[config.mk]
export PLATFORM = sky130hd
export DESIGN_NAME = sprite_mover_flat
export DESIGN_NICKNAME = d
export VERILOG_FILES = /design/src/rtl/sprite_mover_if.sv /design/src/rtl/sprite_mover.sv /design/src/flat_wrapper.sv
export SDC_FILE = /design/constraint.sdc
export NUM_CORES = 1
export LEC_CHECK = 0
export CORE_MARGIN = 3
export CORE_UTILIZATION = 55
export DETAILED_ROUTE_END_ITERATION = 16
export PLACE_DENSITY = 0.85
export SLEW_MARGIN = 15
export SYNTH_ARGS = -nofsm -noshare
export SYNTH_HDL_FRONTEND = slang
export SYNTH_SLANG_ARGS = --single-unit
[constraint.sdc]
create_clock -name iClock -period 3.25 [get_ports iClock]
set_input_delay 0.65 -clock iClock [delete_from_list [all_inputs] [get_ports iClock]]
set_output_delay 0.65 -clock iClock [all_outputs]
set_load 0.01 [all_outputs]
[src/rtl/sprite_mover_if.sv]
// Sprite mover control/status bundle: direction, step, hold and load requests in; position and tick pulses out.
// The master side drives requests; the slave side (the mover) owns the registered position and pulses.
interface sprite_mover_if #(
    parameter int X_WIDTH = 8,
    parameter int Y_WIDTH = 7
);
    logic               iForwardX;
    logic               iBackX;
    logic               iForwardY;
    logic               iBackY;
    logic [2:0]         iStep;
    logic               iHold;
    logic               iLoad;
    logic [X_WIDTH-1:0] iLoadX;
    logic [Y_WIDTH-1:0] iLoadY;
    logic [X_WIDTH-1:0] oX;
    logic [Y_WIDTH-1:0] oY;
    logic               oFrameTick;
    logic               oMoveTick;
    logic               oHitEdge;

    modport master (
        output iForwardX, iBackX, iForwardY, iBackY, iStep, iHold, iLoad, iLoadX, iLoadY,
        input  oX, oY, oFrameTick, oMoveTick, oHitEdge
    );

    modport slave (
        input  iForwardX, iBackX, iForwardY, iBackY, iStep, iHold, iLoad, iLoadX, iLoadY,
        output oX, oY, oFrameTick, oMoveTick, oHitEdge
    );
endinterface

[src/rtl/sprite_mover.sv]
// Steps a clamped sprite position once every MOVE_DIV frame ticks; position and pulses appear 1 cycle after the event edge.
// No backpressure: requests are sampled only on the move-event edge, a held event is dropped, load applies on any edge.
module sprite_mover #(
    parameter int X_WIDTH  = 8,
    parameter int Y_WIDTH  = 7,
    parameter int X_MAX    = 159,
    parameter int Y_MAX    = 119,
    parameter int X_INIT   = 5,
    parameter int Y_INIT   = 5,
    parameter int TICK_DIV = 833333,
    parameter int MOVE_DIV = 60
) (
    input  logic          iClock,
    input  logic          iReset,
    sprite_mover_if.slave bus
);
    localparam int TW = $clog2(TICK_DIV);
    localparam int MW = (MOVE_DIV > 1) ? $clog2(MOVE_DIV) : 1;
    localparam logic [TW-1:0]      TICK_LAST = TW'(TICK_DIV - 1);
    localparam logic [MW-1:0]      MOVE_LAST = MW'(MOVE_DIV - 1);
    localparam logic [X_WIDTH-1:0] X_MAX_N   = X_WIDTH'(X_MAX);
    localparam logic [Y_WIDTH-1:0] Y_MAX_N   = Y_WIDTH'(Y_MAX);
    localparam logic [X_WIDTH:0]   X_MAX_W   = (X_WIDTH + 1)'(X_MAX);
    localparam logic [Y_WIDTH:0]   Y_MAX_W   = (Y_WIDTH + 1)'(Y_MAX);

    logic [TW-1:0]      frameCnt;
    logic [MW-1:0]      moveCnt;
    logic               frameEvt;
    logic               moveEvt;
    logic [X_WIDTH-1:0] stepX;
    logic [Y_WIDTH-1:0] stepY;
    logic [X_WIDTH:0]   sumX;
    logic [Y_WIDTH:0]   sumY;
    logic [X_WIDTH-1:0] nextX;
    logic [Y_WIDTH-1:0] nextY;
    logic [X_WIDTH-1:0] loadX;
    logic [Y_WIDTH-1:0] loadY;
    logic               hitX;
    logic               hitY;

    assign frameEvt = (frameCnt == TICK_LAST);
    assign moveEvt  = frameEvt && (moveCnt == MOVE_LAST);
    assign loadX    = (bus.iLoadX > X_MAX_N) ? X_MAX_N : bus.iLoadX;
    assign loadY    = (bus.iLoadY > Y_MAX_N) ? Y_MAX_N : bus.iLoadY;

    // The extra sum bit catches overshoot past MAX before it could wrap.
    always_comb begin
        stepX = X_WIDTH'(bus.iStep);
        sumX  = {1'b0, bus.oX} + {1'b0, stepX};
        nextX = bus.oX;
        hitX  = 1'b0;
        if (bus.iForwardX && !bus.iBackX) begin
            if (sumX > X_MAX_W) begin
                nextX = X_MAX_N;
                hitX  = 1'b1;
            end else begin
                nextX = sumX[X_WIDTH-1:0];
            end
        end else if (bus.iBackX && !bus.iForwardX) begin
            if (bus.oX < stepX) begin
                nextX = '0;
                hitX  = 1'b1;
            end else begin
                nextX = bus.oX - stepX;
            end
        end
    end

    always_comb begin
        stepY = Y_WIDTH'(bus.iStep);
        sumY  = {1'b0, bus.oY} + {1'b0, stepY};
        nextY = bus.oY;
        hitY  = 1'b0;
        if (bus.iForwardY && !bus.iBackY) begin
            if (sumY > Y_MAX_W) begin
                nextY = Y_MAX_N;
                hitY  = 1'b1;
            end else begin
                nextY = sumY[Y_WIDTH-1:0];
            end
        end else if (bus.iBackY && !bus.iForwardY) begin
            if (bus.oY < stepY) begin
                nextY = '0;
                hitY  = 1'b1;
            end else begin
                nextY = bus.oY - stepY;
            end
        end
    end

    always_ff @(posedge iClock) begin
        if (iReset) begin
            frameCnt       <= '0;
            moveCnt        <= '0;
            bus.oX         <= X_WIDTH'(X_INIT);
            bus.oY         <= Y_WIDTH'(Y_INIT);
            bus.oFrameTick <= 1'b0;
            bus.oMoveTick  <= 1'b0;
            bus.oHitEdge   <= 1'b0;
        end else begin
            frameCnt       <= frameEvt ? '0 : frameCnt + TW'(1);
            if (frameEvt) begin
                moveCnt <= (moveCnt == MOVE_LAST) ? '0 : moveCnt + MW'(1);
            end
            bus.oFrameTick <= frameEvt;
            bus.oMoveTick  <= moveEvt;
            bus.oHitEdge   <= moveEvt && !bus.iLoad && !bus.iHold && (hitX || hitY);
            // Load wins over motion and hold; a held move event is simply lost.
            if (bus.iLoad) begin
                bus.oX <= loadX;
                bus.oY <= loadY;
            end else if (moveEvt && !bus.iHold) begin
                bus.oX <= nextX;
                bus.oY <= nextY;
            end
        end
    end
endmodule

[src/flat_wrapper.sv]
// flat-port wrapper written by rule: the top's interface ports become plain ports
module sprite_mover_flat 
#(
    parameter int X_WIDTH  = 8,
    parameter int Y_WIDTH  = 7,
    parameter int X_MAX    = 159,
    parameter int Y_MAX    = 119,
    parameter int X_INIT   = 5,
    parameter int Y_INIT   = 5,
    parameter int TICK_DIV = 833333,
    parameter int MOVE_DIV = 60
)
  (iClock, iReset, bus_iForwardX, bus_iBackX, bus_iForwardY, bus_iBackY, bus_iStep, bus_iHold, bus_iLoad, bus_iLoadX, bus_iLoadY, bus_oX, bus_oY, bus_oFrameTick, bus_oMoveTick, bus_oHitEdge);
  sprite_mover_if #(.X_WIDTH(X_WIDTH), .Y_WIDTH(Y_WIDTH)) bus_i ();
  input  logic iClock;
  input  logic iReset;
  input wire logic [$bits(bus_i.iForwardX)-1:0] bus_iForwardX;
  input wire logic [$bits(bus_i.iBackX)-1:0] bus_iBackX;
  input wire logic [$bits(bus_i.iForwardY)-1:0] bus_iForwardY;
  input wire logic [$bits(bus_i.iBackY)-1:0] bus_iBackY;
  input wire logic [$bits(bus_i.iStep)-1:0] bus_iStep;
  input wire logic [$bits(bus_i.iHold)-1:0] bus_iHold;
  input wire logic [$bits(bus_i.iLoad)-1:0] bus_iLoad;
  input wire logic [$bits(bus_i.iLoadX)-1:0] bus_iLoadX;
  input wire logic [$bits(bus_i.iLoadY)-1:0] bus_iLoadY;
  output wire logic [$bits(bus_i.oX)-1:0] bus_oX;
  output wire logic [$bits(bus_i.oY)-1:0] bus_oY;
  output wire logic [$bits(bus_i.oFrameTick)-1:0] bus_oFrameTick;
  output wire logic [$bits(bus_i.oMoveTick)-1:0] bus_oMoveTick;
  output wire logic [$bits(bus_i.oHitEdge)-1:0] bus_oHitEdge;
  assign bus_i.iForwardX = bus_iForwardX;
  assign bus_i.iBackX = bus_iBackX;
  assign bus_i.iForwardY = bus_iForwardY;
  assign bus_i.iBackY = bus_iBackY;
  assign bus_i.iStep = bus_iStep;
  assign bus_i.iHold = bus_iHold;
  assign bus_i.iLoad = bus_iLoad;
  assign bus_i.iLoadX = bus_iLoadX;
  assign bus_i.iLoadY = bus_iLoadY;
  assign bus_oX = bus_i.oX;
  assign bus_oY = bus_i.oY;
  assign bus_oFrameTick = bus_i.oFrameTick;
  assign bus_oMoveTick = bus_i.oMoveTick;
  assign bus_oHitEdge = bus_i.oHitEdge;
  sprite_mover #(.X_WIDTH(X_WIDTH), .Y_WIDTH(Y_WIDTH), .X_MAX(X_MAX), .Y_MAX(Y_MAX), .X_INIT(X_INIT), .Y_INIT(Y_INIT), .TICK_DIV(TICK_DIV), .MOVE_DIV(MOVE_DIV)) u_core (.iClock(iClock), .iReset(iReset), .bus(bus_i));
endmodule
==> results of run 1 <==
metal layers:
metal  up-vias  GRT usage [%]
met5         -              0
met4         0           8.50
met3        20           5.08
met2       143           42.0
met1      1574           34.4
li1       1632              -
power by group:
part           internal, W  switching (W)
sequential        0.000558      0.0000389
combinational     0.000183       0.000187
clock             0.000172       0.000198
metrics by stage:
stage	hold slack [ns]	total power [W]	instance area [um2]
6_report	0.485	0.00134	3940
5_1_grt	0.525	0.00141	3940
4_1_cts	0.486	0.00133	3930
3_5_place_dp	0.467	0.000967	3830
3_3_place_gp	0.457	0.000959	3830
2_1_floorplan	0.441	0.000819	3240
path summary, 6_finish.rpt:
kind,slack [ns],end,startpoint
worst max-delay path,0.15,u_core.bus.oX[2]$_SDFFE_PP1P_,bus_iStep[0]
worst min-delay path,0.48,u_core.frameCnt[0]$_SDFF_PP0_,u_core.frameCnt[0]$_SDFF_PP0_
worst max register to register,0.67,u_core.bus.oX[2]$_SDFFE_PP1P_,u_core.bus.oX[0]$_SDFFE_PP1P_
worst min register to register,0.48,u_core.frameCnt[0]$_SDFF_PP0_,u_core.frameCnt[0]$_SDFF_PP0_
cells by family (layout without fill, tap and decap cells):
kind of cell	after synthesis	count (layout)	synth area share, %
AOI/OAI and AO/OA	96	96	20.8
and+or+nand+nor	193	193	32.0
muxes	4	4	1.24
adders and majority gates	19	19	8.26
buffers and inverters	44	95	5.36
DFF	44	44	27.2
xor gates and xnor gates	19	19	5.13
area by class of cell:
type	instances	area, um2
sequential	44	881
multi-input combinational	331	2200
clock buffer	6	82.6
inverter	23	86.3
timing repair buffer	64	588
tap	72	90.1
fill	459	1670
clock inverter	2	15.0
repair_timing:
| item | CTS | global route |
|---|---|---|
| hold buffers | 0 | 0 |
| endpoints found under the hold margin | 0 | 0 |
| endpoints found under the setup margin | 0 | 2 |
| gates resized for setup | 0 | 4 |
state kept, by name (all words and copies together), names as in the netlist:
name and flops:
u_core.bus.oHitEdge 1, u_core.bus.oMoveTick 1, u_core.bus.oX 8, u_core.bus.oFrameTick 1, u_core.moveCnt 6, u_core.bus.oY 7, u_core.frameCnt 20
synth_stat cells, types with 2 or more instances:
master     count
o211a_1        2
xnor2_1        9
o21a_1         2
mux2i_1        4
or3_1         10
nor3b_1        2
o21ai_0       17
nand2_1       22
fa_1           4
o31a_1         4
nor4_2         2
nand4_1        7
a31oi_1        6
a21oi_1       19
ha_1          15
a21o_1         3
or2_2          3
nor4_1         6
a41oi_1        2
o41a_1         2
nand4b_1       2
nand3b_1       4
nand3_1       20
nor3_1        17
o221ai_1       3
clkbuf_1      19
nor4b_1        2
a21boi_0       2
a211oi_1       5
a22oi_1        2
and3_1         5
a2111oi_0      2
xor2_1        10
nor2_1        57
o2111ai_1      2
o211ai_1       3
o22ai_1        3
nand2b_1       9
a211o_1        3
a311oi_1       3
inv_1         22
a221oi_1       3
dfxtp_1       44
nor2b_1       12
==> impl_metrics.yaml, run 1 <==
critical_path:
  cpMostUsedCell: "a21o_1"
  required_ns: 3.44
  end_kind: "flop"
  arrival_ns: 3.29
  max_stage_delay_ns: 0.55
  path_max_fanout: 4
  critical_path_class: "in2reg"
  crit_path_start_kind: "input pin"
  crit_slowest_cell: "clkdlybuf4s50_1"
  crit_cells: 10
  rr_worst_depth: 10
  worst-path-buf-inv: 2
  cp_cell_sequence: "clkdlybuf4s50_1, ha_1, inv_1, fa_1, a21o_1, o41a_1, a211oi_1, a21o_1, a31oi_1, a211o_1"
  cpLargestDelayFamily: "compound AO/OA/AOI/OAI gates"
route:
  wire_per_inst_um: 15.6
  wl_met2_um: 4130
  top_layer: "met4"
  drt_wl_total_um: 8480
  dr.pass1.iters: 5
  via_per_inst: 6.22
  drtIter0Drc: 375
  num_vias: 3369
  met1Wirelength_um: 3650
  detail-route-antenna-nets: 0
  wl_met3_um: 586
  drc: 0
synth:
  async_reset_ff_share_pct: 0
  synth_flop_cell: "dfxtp_1"
  yosys-top-cells-area: "dfxtp_1 27%, nor2_1 6.6%, ha_1 5.8%"
  syn_area_mm2: 0.00324
  synth_warnings: 0
  syn_area_per_cell_um2: 7.74
  synth_edf_count: 0
  synth_top_area_share_pct: 27.2
  postSynthCellCount: 419
  synth_top_cell_by_area: "dfxtp_1"
  synth_seq_area_share_pct: 27.2
  synth_nets: 464
  ys_ff_latch: 44
  yosysUniqueCellTypes: 68
cts:
  cts.clk_slew.worst_paths_ns: 0.09
  insertion_delay_ns: 0.30
  clockBufferDepth: 2
  h-tree-depth: 2
  cts.sinks: 44
  cts_buffers: 5
  tritoncts: "built"
  cts_post_setup_buffers_inserted: 0
  cts_root_buffer: "clkbuf_8"
die:
  die-width_um: 82.8
  start_util_pct: 57.8
  dieArea_mm2: 0.00685
  core_area_mm2: 0.00561
  ioPinCount: 44
  fp.dieH_um: 82.8
  rows: 27
global_routing:
  grt_pass1_wl_um: 13900
  grt_pass1_vias: 3017
  grt_remaining_overflow: 0
  grt_max_degree: 32
  grt_use_total_pct: 25.9
  antenna_found_initial: 0
timing:
  setup_viol: 0
  worst_pin_slew_ns: 0.648
  relSlewSlack_pct: 56.8
  timing.fmax_mhz: 322
  slew_viol_final: 0
  fin_crit_sh_pct: 95.5
  min_period_ns: 3.10
  final_hold_viol_count: 0
  setup_slack_ns: 0.148
  setup_tns_ns: 0
  rsz0062_at_grt: "false"
  fin_worst_skew_ns: 0.00857
finish:
  layout-drive-gt1-share_pct: 8.94
  nNetsFinal: 514
  fin_util_pct: 70.3
  diodes: 0
  syn2layout_area_growth_pct: 21.5
  final_common_cell: "nor2_1"
  instances_no_fill: 542
  most-common-layout-cells: "57 x nor2_1, 44 x dfxtp_1, 43 x clkdlybuf4s50_1, 22 x inv_1, 22 x nand2_1"
power:
  cellLeakagePower_nw: 1.47
  p_per_area_mw_per_mm2: 339
  ir_worst_vdd_mv: 0.446
placed_design:
  routabilityCongestion: 0.931
  dp_cells: 534
  hpwl_um: 6310
  place_ws_ns: -0.171
  port_buffers: 43
worst_hold_path:
  hp-class: "reg2reg"
  hold_depth: 1
run_status:
  status: "completed"
run:
  cap_violations: 0
Note: power is estimated with default switching activity, not from simulation.
==> run 2: changes to the inputs <==
--- a/config.mk
+++ b/config.mk
@@ -6,9 +6,9 @@
 export NUM_CORES = 1
 export LEC_CHECK = 0
 export CORE_MARGIN = 3
-export CORE_UTILIZATION = 55
+export CORE_UTILIZATION = 45
 export DETAILED_ROUTE_END_ITERATION = 16
-export PLACE_DENSITY = 0.85
+export PLACE_DENSITY = 0.72
 export SLEW_MARGIN = 15
 export SYNTH_ARGS = -nofsm -noshare
 export SYNTH_HDL_FRONTEND = slang
==> run 2 against run 1 <==
Final area grew 0.48%. Maximum frequency grew 1.8%. Flip-flop and latch count is the same. Combinational power is essentially flat. Sequential share of layout area shrank 0.11 points. Core utilization shrank 13 points. Cell count grew 4.6%. Die area grew 21%. Via count shrank 4.0%. Clock skew grew 0.0024 ns.
==> impl_metrics.yaml, run 2 (same netlist as run 1, synthesis figures left out) <==
critical_path:
  r2r_end: "u_core.bus.oX[2]$_SDFFE_PP1P_"
  critical_path_class: "in2reg"
  crit_path_start_kind: "input pin"
  regToRegStartpoint: "u_core.bus.oX[0]$_SDFFE_PP1P_"
  rr_worst_depth: 10
  required_ns: 3.44
  path_max_fanout: 5
  arrival_ns: 3.23
  end_kind: "flop"
  reg2reg_slack_ns: 0.69
cts:
  tritoncts: "built"
  clockBufferDepth: 2
  cts.sinks: 44
  cts.clk_slew.worst_paths_ns: 0.08
  cts_buffers: 5
  insertion_delay_ns: 0.30
  cts_root_buffer: "clkbuf_8"
  h-tree-depth: 2
  postCtsHoldBufs: 0
route:
  via_per_inst: 5.71
  wl_met2_um: 3750
  met1Wirelength_um: 3980
  dr.pass1.iters: 5
  top_layer: "met4"
  wl_met3_um: 431
  drc: 0
  wire_per_inst_um: 14.6
  num_vias: 3235
  drt_wl_total_um: 8270
  detail-route-antenna-nets: 0
  drtIter0Drc: 195
run:
  cap_violations: 0
power:
  ir_worst_vdd_mv: 0.227
  p_per_area_mw_per_mm2: 329
  cellLeakagePower_nw: 1.48
  totalPowerFinal_w: 0.00130
die:
  dieArea_mm2: 0.00826
  fp.dieH_um: 90.9
  rows: 30
  start_util_pct: 46.9
  core_area_mm2: 0.00691
  die-width_um: 90.9
  ioPinCount: 44
worst_hold_path:
  worstHoldStart: "u_core.moveCnt[0]$_SDFFE_PP0P_"
  hold_depth: 2
  holdPathEnd: "u_core.moveCnt[0]$_SDFFE_PP0P_"
  hp-class: "reg2reg"
timing:
  fin_crit_sh_pct: 93.7
  timing.fmax_mhz: 328
  rsz0062_at_grt: "false"
  setup_viol: 0
  fin_worst_skew_ns: 0.0110
  worst_pin_slew_ns: 0.682
  relSlewSlack_pct: 54.5
  setup_tns_ns: 0
  final_hold_viol_count: 0
  min_period_ns: 3.05
  slew_viol_final: 0
finish:
  layout-drive-gt1-share_pct: 8.70
  diodes: 0
  syn2layout_area_growth_pct: 22.1
  reg.largest.list: "u_core.frameCnt: 20 flops, u_core.bus.oX: 8 flops, u_core.bus.oY: 7 flops"
  design_area_mm2: 0.00396
  nFillCells: 665
  final_common_cell: "nor2_1"
  instances_no_fill: 567
  nNetsFinal: 516
  fin_util_pct: 57.3
  largest_reg_flops: 20
  regMostFlops: "u_core.frameCnt"
  most-common-layout-cells: "57 x nor2_1, 44 x dfxtp_1, 43 x clkdlybuf4s50_1, 23 x buf_4"
global_routing:
  grt_max_degree: 32
  grt_pass1_wl_um: 13600
  antenna_found_initial: 0
  grt_use_total_pct: 19.6
  grt_remaining_overflow: 0
  grt_pass1_vias: 2775
placed_design:
  hpwl_um: 6220
  port_buffers: 43
  place_area_mm2: 0.00388
  dp_cells: 560
  routabilityCongestion: 0.890
run_status:
  status: "completed"
==> run 2: cell types whose count changed in the layout (fill, tap and decap cells not counted), sizes merged <==
cell      delta
buf          +2
clkinvlp     -1
clkbuf       -1
clkinv       +1
==> run 2: critical path, stage by stage <==
cell,delay (ns)
clkdlybuf4s50_1,0.54
ha_1,0.19
inv_1,0.05
fa_1,0.38
a21o_1,0.21
o41a_1,0.44
a211oi_1,0.28
a21o_1,0.12
a31oi_1,0.08
a211o_1,0.30
==> run 2: worst max-delay path by stage <==
stage | start | end | slack, ns | cells after the start
final | bus_iStep[0] | u_core.bus.oX[2]$_SDFFE_PP1P_ | 0.20 | 10
after global routing | bus_iStep[0] | u_core.bus.oY[2]$_SDFFE_PP1P_ | 0.05 | 9
after CTS | bus_iStep[0] | u_core.bus.oY[6]$_SDFFE_PP0P_ | 0.15 | 9
after detailed placement | bus_iStep[0] | u_core.bus.oY[6]$_SDFFE_PP0P_ | -0.12 | 9
after global placement | bus_iStep[0] | u_core.bus.oY[2]$_SDFFE_PP1P_ | -0.0003 | 9
after floorplan | bus_iStep[0] | u_core.bus.oX[2]$_SDFFE_PP1P_ | 0.58 | 9
==> run 2: power breakdown <==
part | switching, W | total [W] | internal, W
Clock | 0.000193 | 0.000339 | 0.000146
Sequential | 0.0000389 | 0.000597 | 0.000558
Combinational | 0.000181 | 0.000367 | 0.000185
Total | 0.000414 | 0.00130 | 0.000889
==> run 2: metal layers <==
layer / vias to the layer above / global-route usage [%]
met5: - / 0
met4: 0 / 3.77
met3: 14 / 3.67
met2: 101 / 31.3
met1: 1498 / 27.8
li1: 1622 / -
==> run 2: repair_timing <==
item                                    4_1_cts  5_1_grt
resized for setup                             0        1
buffers inserted                              0        0
endpoints found under the setup margin        0        2
==> run 2: final cells by class <==
cell class              count  area (um2)  share of cell area [%]
multi-input cells         331        2190                    55.2
flip-flops and latches     44         881                    22.3
repair buffers             66         603                    15.2
well taps                  96         120                    3.03
inverters                  23        86.3                    2.18
clock buffers               5        68.8                    1.74
clock inverters             2        12.5                   0.316
==> run 2: per-stage QoR <==
stage                     hold slack [ns]  setup WS (ns)
after floorplan                     0.441          0.577
after global placement              0.462      -0.000333
after detailed placement            0.475         -0.123
after CTS                           0.491          0.148
after global routing                0.531         0.0484
final                               0.491          0.203
==> run 3: changes to the inputs <==
--- a/config.mk
+++ b/config.mk
@@ -9,7 +9,6 @@
 export CORE_UTILIZATION = 45
 export DETAILED_ROUTE_END_ITERATION = 16
 export PLACE_DENSITY = 0.72
-export SLEW_MARGIN = 15
 export SYNTH_ARGS = -nofsm -noshare
 export SYNTH_HDL_FRONTEND = slang
 export SYNTH_SLANG_ARGS = --single-unit
==> constraint.sdc (replaced) <==
create_clock -name iClock -period 3.25 [get_ports iClock]
set_input_delay 0.325 -clock iClock [delete_from_list [all_inputs] [get_ports iClock]]
set_output_delay 0.325 -clock iClock [all_outputs]
set_load 0.01 [all_outputs]
==> run 3 against run 2 <==
Clock skew shrank 0.0037 ns. Maximum frequency grew 7.0%. Critical path depth shrank 1. Critical endpoint is now u_core.bus.oY[6]$_SDFFE_PP0P_. Largest cell class unchanged.
==> impl_metrics.yaml, run 3 (same netlist as run 1, synthesis figures left out) <==
finish:
  multiInputGateArea_mm2: 0.00219
  layout-drive-gt1-share_pct: 5.70
  syn2layout_area_growth_pct: 19.5
  seq_area_um2: 881
  diodes: 0
  largest_reg_flops: 20
  design_area_mm2: 0.00387
  regMostFlops: "u_core.frameCnt"
  most-common-layout-cells: "57 x nor2_1, 44 x dfxtp_1, 43 x clkdlybuf4s50_1, 22 x inv_1, 22 x nand2_1"
  nFillCells: 671
  reg.largest.list: "u_core.frameCnt: 20 flops, u_core.bus.oX: 8 flops, u_core.bus.oY: 7 flops"
  final_common_cell: "nor2_1"
  nNetsFinal: 500
critical_path:
  required_ns: 3.43
  crit_cells: 9
  end_kind: "flop"
  cp_cell_sequence: "clkdlybuf4s50_1, ha_1, fa_1, nor2b_1, o21ai_0, a41oi_1, o21ai_0, nor3_1, a2111oi_0"
  max_stage_delay_ns: 0.54
  worst-path-buf-inv: 1
  rr_worst_depth: 8
  critical_path_class: "in2reg"
  crit_slowest_cell: "o21ai_0"
  crit_path_start_kind: "input pin"
  regToRegStartpoint: "u_core.bus.oY[0]$_SDFFE_PP1P_"
  reg2reg_slack_ns: 0.59
  arrival_ns: 3.03
  r2r_end: "u_core.bus.oY[6]$_SDFFE_PP0P_"
  crit_end: "u_core.bus.oY[6]$_SDFFE_PP0P_"
  cpLargestDelayFamily: "compound AO/OA/AOI/OAI gates"
  cpMostUsedCell: "o21ai_0"
  crit_path_start: "bus_iStep[0]"
  path_max_fanout: 5
die:
  dieArea_mm2: 0.00826
  die-width_um: 90.9
  rows: 30
  start_util_pct: 46.9
  fp.dieH_um: 90.9
  ioPinCount: 44
  core_area_mm2: 0.00691
route:
  wire_per_inst_um: 14.6
  via_per_inst: 5.76
  detail-route-antenna-nets: 0
  num_vias: 3178
  drtIter0Drc: 179
  drt_wl_total_um: 8030
  dr.pass1.iters: 5
  drc: 0
global_routing:
  grt_pass1_wl_um: 13700
  grt_use_total_pct: 19.6
  grt_pass1_vias: 2901
  grt_remaining_overflow: 0
  antenna_found_initial: 0
  grt_max_degree: 21
power:
  combPwrFrac_pct: 24.6
  cellLeakagePower_nw: 1.41
  seqPwrFrac_pct: 43.7
  power.share.switching_pct: 30.3
  ir_worst_vdd_mv: 0.284
  p_clk_share_pct: 31.7
  power.internal_w: 0.000952
  p_per_area_mw_per_mm2: 353
  p_switching_w: 0.000414
placed_design:
  place_area_mm2: 0.00376
  port_buffers: 43
  place_ws_ns: 0.160
  hpwl_um: 6090
  routabilityCongestion: 0.859
cts:
  cts_post_setup_buffers_inserted: 0
  cts_buffers: 5
  clockBufferDepth: 2
  cts.clk_slew.worst_paths_ns: 0.09
  tritoncts: "built"
  cts_root_buffer: "clkbuf_8"
  insertion_delay_ns: 0.30
  cts.sinks: 44
  h-tree-depth: 2
  postCtsHoldBufs: 0
  ctsResizeCount: 0
timing:
  setup_slack_ns: 0.403
  hold_ws_ns: 0.496
  fin_worst_skew_ns: 0.00727
  timing.fmax_mhz: 351
  fin_crit_sh_pct: 87.6
  rsz0062_at_grt: "false"
  setup_tns_ns: 0
  min_period_ns: 2.85
  setup_viol: 0
  final_hold_viol_count: 0
  worst_pin_slew_ns: 0.668
  relSlewSlack_pct: 55.5
  slew_viol_final: 0
run_status:
  status: "completed"
run:
  cap_violations: 0
worst_hold_path:
  hp-class: "reg2reg"
==> run 3: through the flow <==
stage / power (W) / instances / util, %
3_5_place_dp: 0.000940 / 544 / 54.4
6_report: 0.00137 / 552 / 56.1
3_3_place_gp: 0.000939 / 544 / 54.4
5_1_grt: 0.00144 / 552 / 56.1
4_1_cts: 0.00137 / 552 / 56.1
2_1_floorplan: 0.000819 / 419 / -
==> run 3: layout make-up <==
cell class,instances,share of cell area [%]
flip-flops and latches,44,22.7
inverters,23,2.23
multi-input cells,331,56.5
well taps,96,3.10
clock inverters,3,1.20
clock buffers,5,1.78
repair buffers,50,12.5
==> run 3: how the worst min path moves through the flow <==
stage / from / to / cells past startpoint
after global routing: u_core.moveCnt[0]$_SDFFE_PP0P_ / u_core.moveCnt[0]$_SDFFE_PP0P_ / 2
after floorplan: u_core.frameCnt[0]$_SDFF_PP0_ / u_core.frameCnt[0]$_SDFF_PP0_ / 1
after detailed placement: u_core.moveCnt[0]$_SDFFE_PP0P_ / u_core.moveCnt[0]$_SDFFE_PP0P_ / 2
after CTS: u_core.moveCnt[0]$_SDFFE_PP0P_ / u_core.moveCnt[0]$_SDFFE_PP0P_ / 2
after global placement: u_core.frameCnt[0]$_SDFF_PP0_ / u_core.frameCnt[0]$_SDFF_PP0_ / 1
final: u_core.moveCnt[0]$_SDFFE_PP0P_ / u_core.moveCnt[0]$_SDFFE_PP0P_ / 2
==> run 3: worst register-to-register path, stage by stage, from the launching register on <==
cell and delay (ns):
dfxtp_1 0.35, ha_1 0.23, fa_1 0.40, nor2b_1 0.17, o21ai_0 0.26, a41oi_1 0.18, o21ai_0 0.54, nor3_1 0.10
a2111oi_0 0.32
==> run 3: power groups by stage <==
stage          Clock, W  Combinational [W]  Sequential (W)
4_1_cts        0.000442           0.000335        0.000596
6_report       0.000433           0.000336        0.000597
3_5_place_dp          0           0.000331        0.000609
3_3_place_gp          0           0.000331        0.000608
2_1_floorplan         0           0.000223        0.000595
5_1_grt        0.000467           0.000374        0.000603
==> run 3: routing by layer <==
layer  GRT usage (%)  vias up  wire [um]
met5               0        -          0
met4            3.52        0         74
met3            3.50        8        424
met2            32.0       83       3740
met1            27.3     1491       3800
li1                -     1596          -
